$ cat config.mk
export PLATFORM = sky130hd
export DESIGN_NAME = goe_eval_sched
export DESIGN_NICKNAME = d
export VERILOG_FILES = /design/src/rtl/goe_eval_sched.sv
export SDC_FILE = /design/constraint.sdc
export NUM_CORES = 1
export LEC_CHECK = 0
export BUFFER_PORTS_ARGS = -buffer_cell sky130_fd_sc_hd__buf_2
export CAP_MARGIN = 20
export CELL_PAD_IN_SITES_DETAIL_PLACEMENT = 1
export CELL_PAD_IN_SITES_GLOBAL_PLACEMENT = 2
export CORE_AREA = 3 3 301 303
export CTS_CLUSTER_DIAMETER = 200
export DETAILED_ROUTE_END_ITERATION = 8
export DIE_AREA = 0 0 304 306
export PLACE_DENSITY_LB_ADDON = 0.1
export SLEW_MARGIN = 15
export SYNTH_ARGS = -nofsm -noshare
export SYNTH_HDL_FRONTEND = slang
export SYNTH_SLANG_ARGS = --single-unit
$ cat constraint.sdc
create_clock -name clk -period 2 [get_ports clk]
set_input_delay 0.1 -clock clk [delete_from_list [all_inputs] [get_ports clk]]
set_output_delay 0.1 -clock clk [all_outputs]
set_load 0.02 [all_outputs]
$ cat src/rtl/goe_eval_sched.sv
// Round-robin time-multiplexer for one shared gen_goe_lut tree; result SETTLE+1 cycles after accept.
// Backpressure: req_ready pulses only when idle and en is high; requesters hold req_valid/req_mask until then.
module goe_eval_sched #(
   parameter int NREQ   = 2,
   parameter int SETTLE = 2,
   localparam int GW    = (NREQ > 1) ? $clog2(NREQ) : 1
) (
   input  logic                  clk,
   input  logic                  rst,
   input  logic                  en,
   input  logic [NREQ-1:0]       req_valid,
   input  logic [NREQ*256-1:0]   req_mask,
   output logic [NREQ-1:0]       req_ready,
   output logic [NREQ-1:0]       rsp_valid,
   output logic [1:0]            rsp_goe,
   output logic [255:0]          lut_a,
   input  logic [1:0]            lut_spo,
   output logic                  busy,
   output logic [GW-1:0]         grant_id
);

   localparam int S_EFF = (SETTLE < 1) ? 1 : SETTLE;
   localparam int CW    = (S_EFF > 1) ? $clog2(S_EFF) : 1;

   typedef enum logic {ST_IDLE, ST_SETTLE} state_t;

   state_t          state, state_nxt;
   logic [GW-1:0]   last;
   logic [GW-1:0]   gnt_idx;
   logic            gnt_found;
   logic [CW-1:0]   cnt;

   // Search starts one past the last winner so every requester gets a turn.
   always_comb begin
      gnt_found = 1'b0;
      gnt_idx   = '0;
      for (int k = 1; k <= NREQ; k++) begin
         if (!gnt_found && req_valid[(int'(last) + k) % NREQ]) begin
            gnt_found = 1'b1;
            gnt_idx   = GW'((int'(last) + k) % NREQ);
         end
      end
   end

   always_ff @(posedge clk) begin
      if (rst) state <= ST_IDLE;
      else     state <= state_nxt;
   end

   always_comb begin
      state_nxt = state;
      req_ready = '0;
      busy      = 1'b0;
      case (state)
         ST_IDLE: begin
            if (en && gnt_found && !rst) begin
               req_ready = NREQ'(1) << gnt_idx;
               state_nxt = ST_SETTLE;
            end
         end
         ST_SETTLE: begin
            busy = 1'b1;
            if (cnt == '0) state_nxt = ST_IDLE;
         end
         default: state_nxt = ST_IDLE;
      endcase
   end

   // lut_a is held between evaluations; lut_spo is a SETTLE-cycle multicycle path.
   always_ff @(posedge clk) begin
      if (rst) begin
         lut_a     <= '0;
         rsp_valid <= '0;
         rsp_goe   <= 2'b00;
         grant_id  <= '0;
         last      <= GW'(NREQ - 1);
         cnt       <= '0;
      end else begin
         rsp_valid <= '0;
         if (|req_ready) begin
            lut_a    <= req_mask[gnt_idx*256 +: 256];
            grant_id <= gnt_idx;
            last     <= gnt_idx;
            cnt      <= CW'(S_EFF - 1);
         end
         if (state == ST_SETTLE) begin
            if (cnt == '0) begin
               rsp_goe   <= lut_spo;
               rsp_valid <= NREQ'(1) << grant_id;
            end else begin
               cnt <= cnt - 1'b1;
            end
         end
      end
   end

endmodule

### Yosys cells after proc, flatten, opt, wreduce, memory -nomap -nowiden

Index checks and enable logic that the tools add are counted.

* flip-flop bits (word level): 264
* word-level logic and storage cells: 46

* $lt $le $gt $ge: 2
* mux-type cells: 19
* add/sub/neg operators: 3
* shift-type cells: 3
* bitwise logic cells: 4
* reduce and logical (&&, ||, !) cells: 8

Operator list (count)
* $shiftx A512 B10 Y256: 1
* $mux W1: 16
* $lt A2 B3 Y1 const B: 2
* $mux W2: 2
* $shl A1 B1 Y2 const A: 2
* $logic_and A1 B1 Y1: 3
* $reduce_or A3 Y1: 1
* $add A1 B1 Y1 const B: 2
* $and A1 B1 Y1 const A: 2
* $logic_not A1 Y1: 2
* $not A1 Y1: 2
* $pmux W1 S2: 1
* $reduce_and A2 Y1: 1
* $reduce_or A2 Y1: 1
* $sub A1 B1 Y1 const B: 1

### Depth between registers and ports, before layout

Gate-level depths: netlist of run 1.

* depth in word-level cells: 17
* mapped depth: 6
* gate-level depth less buffers: 4

### Worst setup path after synthesis of run 1

OpenSTA, ideal clock, no wires.

* path kind: register to register
* start: register state
* end: register lut_a[214]
* setup slack: 0.584 ns
* period minus slack after synthesis: 1.416 ns
* library setup time: 0.133 ns
* data required time: 1.867 ns
* buffers on the path: 2
* data arrival time: 1.282 ns
* stages on the path, launching flop included: 6
* cell sequence: dfxtp_1 > or2_1 > nor2_1 > buf_2 > buf_2 > a311oi_1

* word-level cells in the longest chain between the ends: 2

Ends and longest elaborated chain
* start, declared: RTL line 27 `state_t state, state_nxt;`
* start signal, assigned: RTL line 47 `else state <= state_nxt;`
* $mux W2: RTL line 54 `case (state)`
* $reduce_or A2 Y1: RTL line 80 `if (|req_ready) begin`
* end signal, assigned: RTL line 81 `lut_a <= req_mask[gnt_idx*256 +: 256];`
* end, declared: RTL line 16 `output logic [255:0] lut_a,`

No other way between the ends.
A chain may end at the register's enable or synchronous reset.

### Worst setup path in the final report of run 1

* start: register state
* end: output port req_ready[0]

* word-level cells in the longest chain between the ends: 1

Ends and longest elaborated chain
* $mux W2: RTL line 54
* end, declared: RTL line 13 `output logic [NREQ-1:0] req_ready,`

No other way between the ends.

==> results of run 1 <==
worst reg2reg max path, stage by stage (launching register included):
cell	delay (ns)
dfxtp_1	0.36
or2_1	0.30
nor2_4	0.18
buf_12	0.18
a311oi_1	0.10
dlygate4sd3_1	0.59
logic make-up after synthesis:
family	Yosys count	synth area share, %
mux	3	0.253
flops	264	44.6
compound gates	519	30.2
buf+inv	171	8.17
simple gates	526	16.8
worst max-delay path by stage:
stage / start / end / slack [ns] / cells past startpoint
2_1_floorplan: state / lut_a[214] / 0.58 / 5
3_3_place_gp: state / lut_a[217] / 0.33 / 5
3_5_place_dp: state / lut_a[217] / 0.31 / 5
4_1_cts: state / req_ready[0] / 0.03 / 5
5_1_grt: state / req_ready[0] / 0.0007 / 5
6_report: state / req_ready[0] / 0.13 / 5
report_power, final:
part	internal, mW	switching [mW]
Combinational	1.89	2.28
Sequential	5.62	0.194
Clock	4.17	2.66
Total	11.7	5.14
cell type report:
cell class / instances / area, um^2 / share of cell area [%]
antenna: 9 / 22.5 / 0.0958
clock buffer: 57 / 1150 / 4.88
clock inverter: 3 / 65.1 / 0.277
inverter: 1 / 3.75 / 0.0160
multi-input combinational: 1048 / 5630 / 24.0
sequential: 264 / 5290 / 22.5
tap: 1165 / 1460 / 6.20
timing repair buffer: 1353 / 9900 / 42.1
flip-flops by register name, indices dropped and copies added (netlist names):
register   cells
rsp_valid      2
state          1
rsp_goe        2
last           1
cnt            1
grant_id       1
lut_a        256
placed cells by master, fill, tap and decap left out, types with 2 or more instances in the layout:
| cell type | synthesis | final |
|---|---|---|
| nor2_1 | 5 | 4 |
| a311oi_1 | 256 | 256 |
| bufinv_16 | 0 | 2 |
| clkbuf_1 | 35 | 10 |
| clkbuf_8 | 0 | 7 |
| buf_2 | 105 | 781 |
| nor2_4 | 0 | 2 |
| dfxtp_1 | 264 | 263 |
| mux2i_1 | 3 | 3 |
| diode_2 | 0 | 9 |
| nand2_1 | 515 | 515 |
| buf_4 | 6 | 26 |
| o21ai_0 | 2 | 2 |
| clkbuf_16 | 0 | 42 |
| dlygate4sd3_1 | 0 | 514 |
| buf_12 | 0 | 29 |
| a21oi_1 | 257 | 257 |
metrics by stage:
stage / hold slack [ns] / util, %
2_1_floorplan: 0.247 / -
6_report: 0.0784 / 26.6
4_1_cts: 0.0201 / 26.6
3_5_place_dp: 0.355 / 19.4
3_3_place_gp: 0.341 / 19.4
5_1_grt: 0.0684 / 26.6
Yosys cell counts, types with 2 or more instances:
master,n,share of area (%)
a21oi_1,257,11
nand2_1,515,16
nor2_1,5,0.16
dfxtp_1,264,45
buf_2,105,4.4
buf_4,6,0.38
a311oi_1,256,19
buf_6,23,2.2
mux2i_1,3,0.25
clkbuf_1,35,1.1
o21ai_0,2,0.084
what timing repair did:
action,in CTS,in global routing
endpoints found under the hold margin,258,0
gates cloned,0,1
hold buffers,514,0
gates resized for setup,0,2
setup endpoints to repair,2,4
pin swaps,0,1
metal layers:
layer	track usage, %	vias up
met2	30.5	523
met4	8.18	6
met3	3.78	174
met1	18.0	8011
li1	-	7848
met5	0	-
==> results.md, run 1 <==
- RR Startpoint: state
- FMAX: 534 MHz
- Drt pass-1 iters: 5
- CP arrival: 1.77 ns
- WL per Instance: around 21 um
- Top Family by Delay on Critical Path: simple AND/OR/NAND/NOR gates
- Antenna violations before repair: 12
- Core area: between 0.08 and 0.09 mm^2
- Max-slew violation count: 0
- Final wirelength: a little over 80000 um
- Gr ovfl total: 0
- Routed wl met2: about 42000 um
- Routed length on met1: roughly 31000 um
- Num rows: ~110
- Unrepaired setup endpoints after global routing: no
- Critical Path Start Type: flop
- Cell variety after synth: 23
- RR Endpoint: lut_a[230]
- Synth Register Bits: 264
- TritonCTS buffer count: 40
- Vias: roughly 17000
- Status: completed
- Critical-path cell list: nor2_4 -> buf_12 -> nand2_1 -> nor2_1 -> buf_2
- Post-CTS Setup Inserts: 0
- Max_slew headroom: 39.3%
- Crit Path Max Fanout: 31
- Seq/Total Area, Yosys: 44.6%
- Syn Inst Count: 1483
- Final WS setup: 0.128 ns
- Pwr Density: around 700 mW/mm^2
- Worst-Margin Slew: around 0.91 ns
- Synth Warn #: 0
- CP endpoint kind: output port
- Hold Crit Start: rst
- CP max-delay cell: dfxtp_1
- Die W: around 300 um
- EDFF count, synth: 0
- Worst hold path cell count: 5
- Place WS: just over 0.3 ns
- Clock transition at path regs: 0.05 ns
- Worst path required time: 1.90 ns
- DR top layer: met5
- Hold Path End: cnt
- # setup viols final: 0
- CP max stage delay: 0.36 ns
- Gr usage total: approximately 17%
- Tmin final: 1.87 ns
- DRC errors left: 0
- Syn-to-layout area delta: 98.2%
- Syn nets: 2002
- Max cap viols: 0
- Final period util: 93.6%
- TritonCTS clock tree: built
- Final ANT Viol Nets: 0
- Mean post-synth cell area: approximately 8 um^2
- I/O pin total: around 780
- Pin count of the biggest net entering global routing: 139
- Main synth FF type: dfxtp_1
- First-pass GRT wire length: about 120000 um
- Skew-Pair Late Insertion Delay: roughly 0.54 ns
- Power after layout: between 15 and 20 mW
- PortBufs: 782
- Non-filler instance count after layout: a little under 4000
- Inst Count DP: 3318
- Starting Density: a little over an eighth
- Detailed Place HPWL: around 58000 um
- Setup CP Type: flop to output port
- Fin. Hold Viols: 0
- Layout cells sized above 1: 32.8%
- Synth async-reset ratio: 0%
- Chip Height: 306 um
- Die footprint: ~0.093 mm^2
- Reg2reg path depth: 5
- Root Driver: clkbuf_16
- Met3 Routed Length: around 4300 um
- Placed Area: approximately 0.017 mm^2
- Final #Nets: about 3200
- Post-Syn Area: around 0.012 mm^2
- R2R Setup Slk: ~0.17 ns
- Placer Congestion: 0.768
- Via density per instance: roughly 4.2
- Starting DRT DRC Count: 565
- Final setup TNS: 0 ns
- Number of global-route vias before repair: 18426
- Design area: ~0.024 mm^2
- Maximum vdd drop: approximately 0.00036 V
- # fillers: roughly 11000
- Clock sinks: about 260
- CTS Buffer Depth: 3
- Worst clock skew: just under 0.009 ns
- Worst min path class: input port to flop
- H-tree depth: 2
- WP buf/inv: 2
- Static leakage: just over 10 nW
Power figures use the tool's default switching activity.
==> run 2, diff against run 1 <==
HOLD_SLACK_MARGIN = 0.15   (was unset)
==> run 2 against run 1 <==
Against the previous run: power barely moved; design area grew 0.18%; via count about the same; critical path type unchanged.
==> results.md, run 2 (synthesis results as in run 1) <==
- Layout cells sized above 1: 32.8% (about the same)
- Core area: 0.0882 mm^2 (unchanged)
- Unrepaired setup endpoints after global routing: no (unchanged)
- CP endpoint kind: output port (unchanged)
- Vias: 16557 (was 16562)
- Static leakage: 10.4 nW (was 10.3 nW)
- Starting Density: 13.4% (unchanged)
- Worst path required time: 1.90 ns (about the same)
- CP Launch Point: state (unchanged)
- Worst-Margin Slew: 0.935 ns (was 0.911 ns)
- Number of global-route vias before repair: 18456 (was 18426)
- Die W: 304 um (unchanged)
- Fin. Hold Viols: 0 (unchanged)
- Crit Path Max Fanout: 31 (unchanged)
- PortBufs: 782 (unchanged)
- Clock transition at path regs: 0.05 ns (about the same)
- Die footprint: 0.0930 mm^2 (unchanged)
- Via density per instance: 4.24 (was 4.25)
- Pin count of the biggest net entering global routing: 139 (unchanged)
- Setup CP Type: flop to output port (unchanged)
- RR Startpoint: state (unchanged)
- Status: completed (unchanged)
- Most common cell after layout, fill and taps aside: buf_2 (unchanged)
- Final wirelength: 81700 um (was 81600 um)
- Final WS setup: 0.133 ns (was 0.128 ns)
- Max reg flops: 256 (unchanged)
- Sw Share: 30.6% (about the same)
- Final Util: 26.7% (was 26.6%)
- Final #Nets: 3231 (was 3227)
- Antenna violations before repair: 13 (was 12)
- Gr usage total: 16.7% (about the same)
- Internal power: 11.7 mW (about the same)
- Critical Path Start Type: flop (unchanged)
- P_sw: 5.15 mW (was 5.14 mW)
- # setup viols final: 0 (unchanged)
- CP arrival: 1.77 ns (about the same)
- Commonest cells after routing, fill and taps aside: buf_2, dlygate4sd3_1, nand2_1 (was buf_2, nand2_1, dlygate4sd3_1)
- Share of power burned in registers: 34.6% (about the same)
- Clock sinks: 264 (unchanged)
- Hold Crit Start: req_valid[0] (was rst)
- FMAX: 536 MHz (was 534 MHz)
- Final period util: 93.3% (was 93.6%)
- Detailed Place HPWL: 58300 um (unchanged)
- Gr ovfl total: 0 (unchanged)
- First-pass GRT wire length: 120000 um (about the same)
- Max-slew violation count: 0 (unchanged)
- Pwr Density: 715 mW/mm^2 (was 716 mW/mm^2)
- Drt pass-1 iters: 5 (unchanged)
- CTS Buffer Depth: 3 (unchanged)
- Tmin final: 1.87 ns (about the same)
- Skew-Pair Late Insertion Delay: 0.54 ns (about the same)
- Place WS: 0.311 ns (unchanged)
- H-tree depth: 2 (unchanged)
- Root Driver: clkbuf_16 (unchanged)
- Placer Congestion: 0.768 (unchanged)
- Num rows: 109 (unchanged)
- Final ANT Viol Nets: 0 (unchanged)
- DRC errors left: 0 (unchanged)
- Chip Height: 306 um (unchanged)
- Max cap viols: 0 (unchanged)
- Starting DRT DRC Count: 570 (was 565)
- Clk pwr share: 40.6% (about the same)
- Largest Register: lut_a (unchanged)
- Combinational share of power: 24.8% (about the same)
- Worst min path class: input port to flop (unchanged)
- Largest regs: lut_a x256, rsp_goe x2, rsp_valid x2 (unchanged)
- I/O pin total: 783 (unchanged)
- TritonCTS clock tree: built (unchanged)
- WL per Instance: 20.9 um (about the same)
- Final setup TNS: 0 ns (unchanged)
- Maximum vdd drop: 0.000364 V (about the same)
- TritonCTS buffer count: 40 (unchanged)
- Worst clock skew: 0.00892 ns (was 0.00884 ns)
- Syn-to-layout area delta: 98.6% (was 98.2%)
- Max_slew headroom: 37.7% (was 39.3%)
## run 2: cell types whose count changed in the layout (fill, tap and decap cells not counted), sizes merged
cell and change:
dlygate4sd3 +4, diode +1
## run 2: worst max-delay path: stages (launching register included)
cell and delay (ns):
dfxtp_1 0.36, nor2_4 0.19, buf_12 0.23, nand2_1 0.14, nor2_1 0.11, buf_2 0.19
## run 2: layout make-up
cell class	count	area, um^2
tap	1165	1460
clock buffer	57	1150
antenna	10	25.0
fill	10595	64700
clock inverter	3	65.1
inverter	1	3.75
timing repair buffer	1357	9940
sequential	264	5290
multi-input combinational	1048	5630
## run 2: power groups by stage
| stage | sequential, mW | combinational [mW] | clock [mW] |
|---|---|---|---|
| after floorplan | 6.33 | 1.31 | 0 |
| after global placement | 5.92 | 3.34 | 0 |
| after detailed placement | 5.93 | 3.36 | 0 |
| after CTS | 5.82 | 4.25 | 7.24 |
| after global routing | 5.86 | 4.54 | 7.38 |
| final | 5.82 | 4.18 | 6.84 |
## run 2: per-stage QoR
stage	instances	power [mW]	instance area [um^2]	hold WS, ns
6_report	3905	16.8	23600	0.203
3_5_place_dp	3318	9.29	17100	0.355
2_1_floorplan	1483	7.64	11900	0.247
3_3_place_gp	3318	9.26	17100	0.341
4_1_cts	3895	17.3	23500	0.155
5_1_grt	3903	17.8	23500	0.203
## run 2: per-layer routing
| metal | part of all wire [%] | global-route usage [%] |
|---|---|---|
| met1 | 38 | 18.1 |
| met2 | 51 | 30.5 |
| met3 | 5.1 | 3.76 |
| met4 | 5.4 | 8.21 |
| met5 | 0.042 | 0 |
## run 2: repair_timing
action	in CTS	in global routing
endpoints found under the setup margin	2	4
endpoints found under the hold margin	260	0
gates resized for setup	0	2
buffers inserted	0	0
hold buffers	518	0
gates cloned	0	1
pin swaps	0	1
## run 2: path summary, 6_finish.rpt
check                 end  slack (ns)  cells past startpoint
max          req_ready[0]        0.13                      5
min            lut_a[201]        0.20                      5
max reg2reg    lut_a[230]        0.17                      5
min reg2reg    rsp_goe[0]        0.51                      2
==> run 3, diff against run 2 <==
PLACE_DENSITY_LB_ADDON = 0.12   (was 0.1)
==> run 3 against run 2 <==
Against the previous run: via count is 1.3% higher; die area stayed put; global-route usage is 0.23 points higher; critical path type unchanged.
==> results.md, run 3 (synthesis results as in run 1) <==
- CP endpoint kind: output port (unchanged)
- Antenna violations before repair: 13 (unchanged)
- Status: completed (unchanged)
- Worst path required time: 1.90 ns (about the same)
- Setup CP Type: flop to output port (unchanged)
- Pwr Density: 705 mW/mm^2 (was 715 mW/mm^2)
- Max cap viols: 0 (unchanged)
- Vias: 16765 (was 16557)
- Crit Path Max Fanout: 37 (was 31)
- RR Endpoint: lut_a[221] (was lut_a[230])
- Gr usage total: 16.9% (was 16.7%)
- Place WS: 0.284 ns (was 0.311 ns)
- Max-slew violation count: 0 (unchanged)
- CP max stage delay: 0.35 ns (was 0.36 ns)
- Syn-to-layout area delta: 103% (was 98.6%)
- Largest regs: lut_a x256, rsp_goe x2, rsp_valid x2 (unchanged)
- Starting DRT DRC Count: 597 (was 570)
- Area used by multi-input combinational logic: 0.00563 mm^2 (unchanged)
- Pin count of the biggest net entering global routing: 157 (was 139)
- CP arrival: 1.77 ns (about the same)
- Number of global-route vias before repair: 18495 (was 18456)
- Max_slew headroom: 34.6% (was 37.7%)
- I/O pin total: 783 (unchanged)
- FMAX: 535 MHz (was 536 MHz)
- Die footprint: 0.0930 mm^2 (unchanged)
- # setup viols final: 0 (unchanged)
- Clock sinks: 264 (unchanged)
- Critical Path Start Type: flop (unchanged)
- WP buf/inv: 3 (was 2)
- Worst clock skew: 0.0106 ns (was 0.00892 ns)
- Clock transition at path regs: 0.06 ns (was 0.05 ns)
- Chip Height: 306 um (unchanged)
- Final setup TNS: 0 ns (unchanged)
- Maximum vdd drop: 0.000490 V (was 0.000364 V)
- Final WS setup: 0.130 ns (was 0.133 ns)
- Final #Nets: 3263 (was 3231)
- Non-filler instance count after layout: 3948 (was 3905)
- FF/Latch Area: 0.00529 mm^2 (about the same)
- Via density per instance: 4.25 (was 4.24)
- Commonest cells after routing, fill and taps aside: buf_2, dlygate4sd3_1, nand2_1 (unchanged)
- Unrepaired setup endpoints after global routing: no (unchanged)
- CP Launch Point: last (was state)
- Tmin final: 1.87 ns (about the same)
- Worst hold path cell count: 5 (unchanged)
- Worst-Margin Slew: 0.980 ns (was 0.935 ns)
- TritonCTS clock tree: built (unchanged)
- TritonCTS buffer count: 39 (was 40)
- Die W: 304 um (unchanged)
- First-pass GRT wire length: 122000 um (was 120000 um)
- Inst Count DP: 3320 (was 3318)
- Starting Density: 13.4% (unchanged)
- Drt pass-1 iters: 7 (was 5)
- Critical-path cell list: a21boi_4 -> buf_12 -> nand3_1 -> inv_1 -> buf_2 (was nor2_4 -> buf_12 -> nand2_1 -> nor2_1 -> buf_2)
- Root Driver: clkbuf_16 (unchanged)
- Skew-Pair Late Insertion Delay: 0.55 ns (was 0.54 ns)
- H-tree depth: 2 (unchanged)
- Gr ovfl total: 0 (unchanged)
- Top Family by Delay on Critical Path: buffers and inverters (was simple AND/OR/NAND/NOR gates)
- Fin. Hold Viols: 0 (unchanged)
- Max reg flops: 256 (unchanged)
- CTS Buffer Depth: 3 (unchanged)
- Num rows: 109 (unchanged)
- Core area: 0.0882 mm^2 (unchanged)
- Critical Path Sink: req_ready[1] (was req_ready[0])
- Largest Register: lut_a (unchanged)
- Static leakage: 10.5 nW (was 10.4 nW)
- Final ANT Viol Nets: 0 (unchanged)
- PortBufs: 782 (unchanged)
- WP depth: 5 (unchanged)
- Reg2reg path depth: 5 (unchanged)
- R2R Setup Slk: 0.14 ns (was 0.17 ns)
- WL per Instance: 21.0 um (was 20.9 um)
- Worst min path class: input port to flop (unchanged)
- Final period util: 93.5% (was 93.3%)
- CP max-delay cell: dfxtp_1 (unchanged)
- Placer Congestion: 0.789 (was 0.768)
- # fillers: 10609 (was 10595)
- Layout cells sized above 1: 32.6% (was 32.8%)
- DRC errors left: 0 (unchanged)
- Power after layout: 16.9 mW (was 16.8 mW)
- RR Startpoint: last (was state)
- Detailed Place HPWL: 59200 um (was 58300 um)
- Most common cell after layout, fill and taps aside: buf_2 (unchanged)
- Final wirelength: 83000 um (was 81700 um)
-- run 3: cell type report --
| class | count | area share (%) |
|---|---|---|
| antenna | 12 | 0.125 |
| clock buffer | 66 | 5.04 |
| clock inverter | 2 | 0.0521 |
| inverter | 1 | 0.0156 |
| multi-input combinational | 1048 | 23.4 |
| sequential | 264 | 22.0 |
| tap | 1165 | 6.07 |
| timing repair buffer | 1390 | 43.3 |
-- run 3: worst min-delay path, delay by kind of cell --
family                 cells  cell delay (ns)
AO/OA/AOI/OAI              2             0.16
AND/OR/NAND/NOR            1             0.09
buffers and inverters      2             0.32
-- run 3: layer usage --
metal	GRT usage, %	routed length, um
met1	18.9	32400
met5	0	13
met4	6.72	3440
met2	31.2	43000
met3	3.46	4180
-- run 3: power by group --
group	leakage, nW	internal, mW	total (mW)	switching [mW]
clock	0.593	4.08	6.84	2.76
combinational	7.73	1.98	4.30	2.32
sequential	2.17	5.62	5.81	0.189
total	10.5	11.7	16.9	5.26
-- run 3: what timing repair did --
| action | 4_1_cts | 5_1_grt |
|---|---|---|
| hold buffers | 545 | 0 |
| setup buffers | 1 | 1 |
| endpoints found under the hold margin | 262 | 0 |
| pin swaps | 1 | 1 |
| endpoints found under the setup margin | 2 | 1 |
| gates cloned | 0 | 1 |
| gates resized for setup | 3 | 0 |
-- run 3: worst min path at each step --
stage	end	from	slack (ns)
floorplan	rsp_goe[0]	lut_spo[0]	0.25
global placement	grant_id	rst	0.31
detailed placement	grant_id	rst	0.31
CTS	lut_a[212]	req_valid[0]	0.15
global route	lut_a[213]	req_valid[0]	0.20
finish	lut_a[225]	req_valid[0]	0.20
-- run 3: through the flow --
| stage | utilization (%) | hold slack [ns] | area (um^2) |
|---|---|---|---|
| 5_1_grt | 27.2 | 0.201 | 24000 |
| 2_1_floorplan | - | 0.247 | 11900 |
| 4_1_cts | 27.2 | 0.151 | 24000 |
| 3_3_place_gp | 19.6 | 0.305 | 17300 |
| 6_report | 27.2 | 0.202 | 24000 |
| 3_5_place_dp | 19.6 | 0.306 | 17300 |
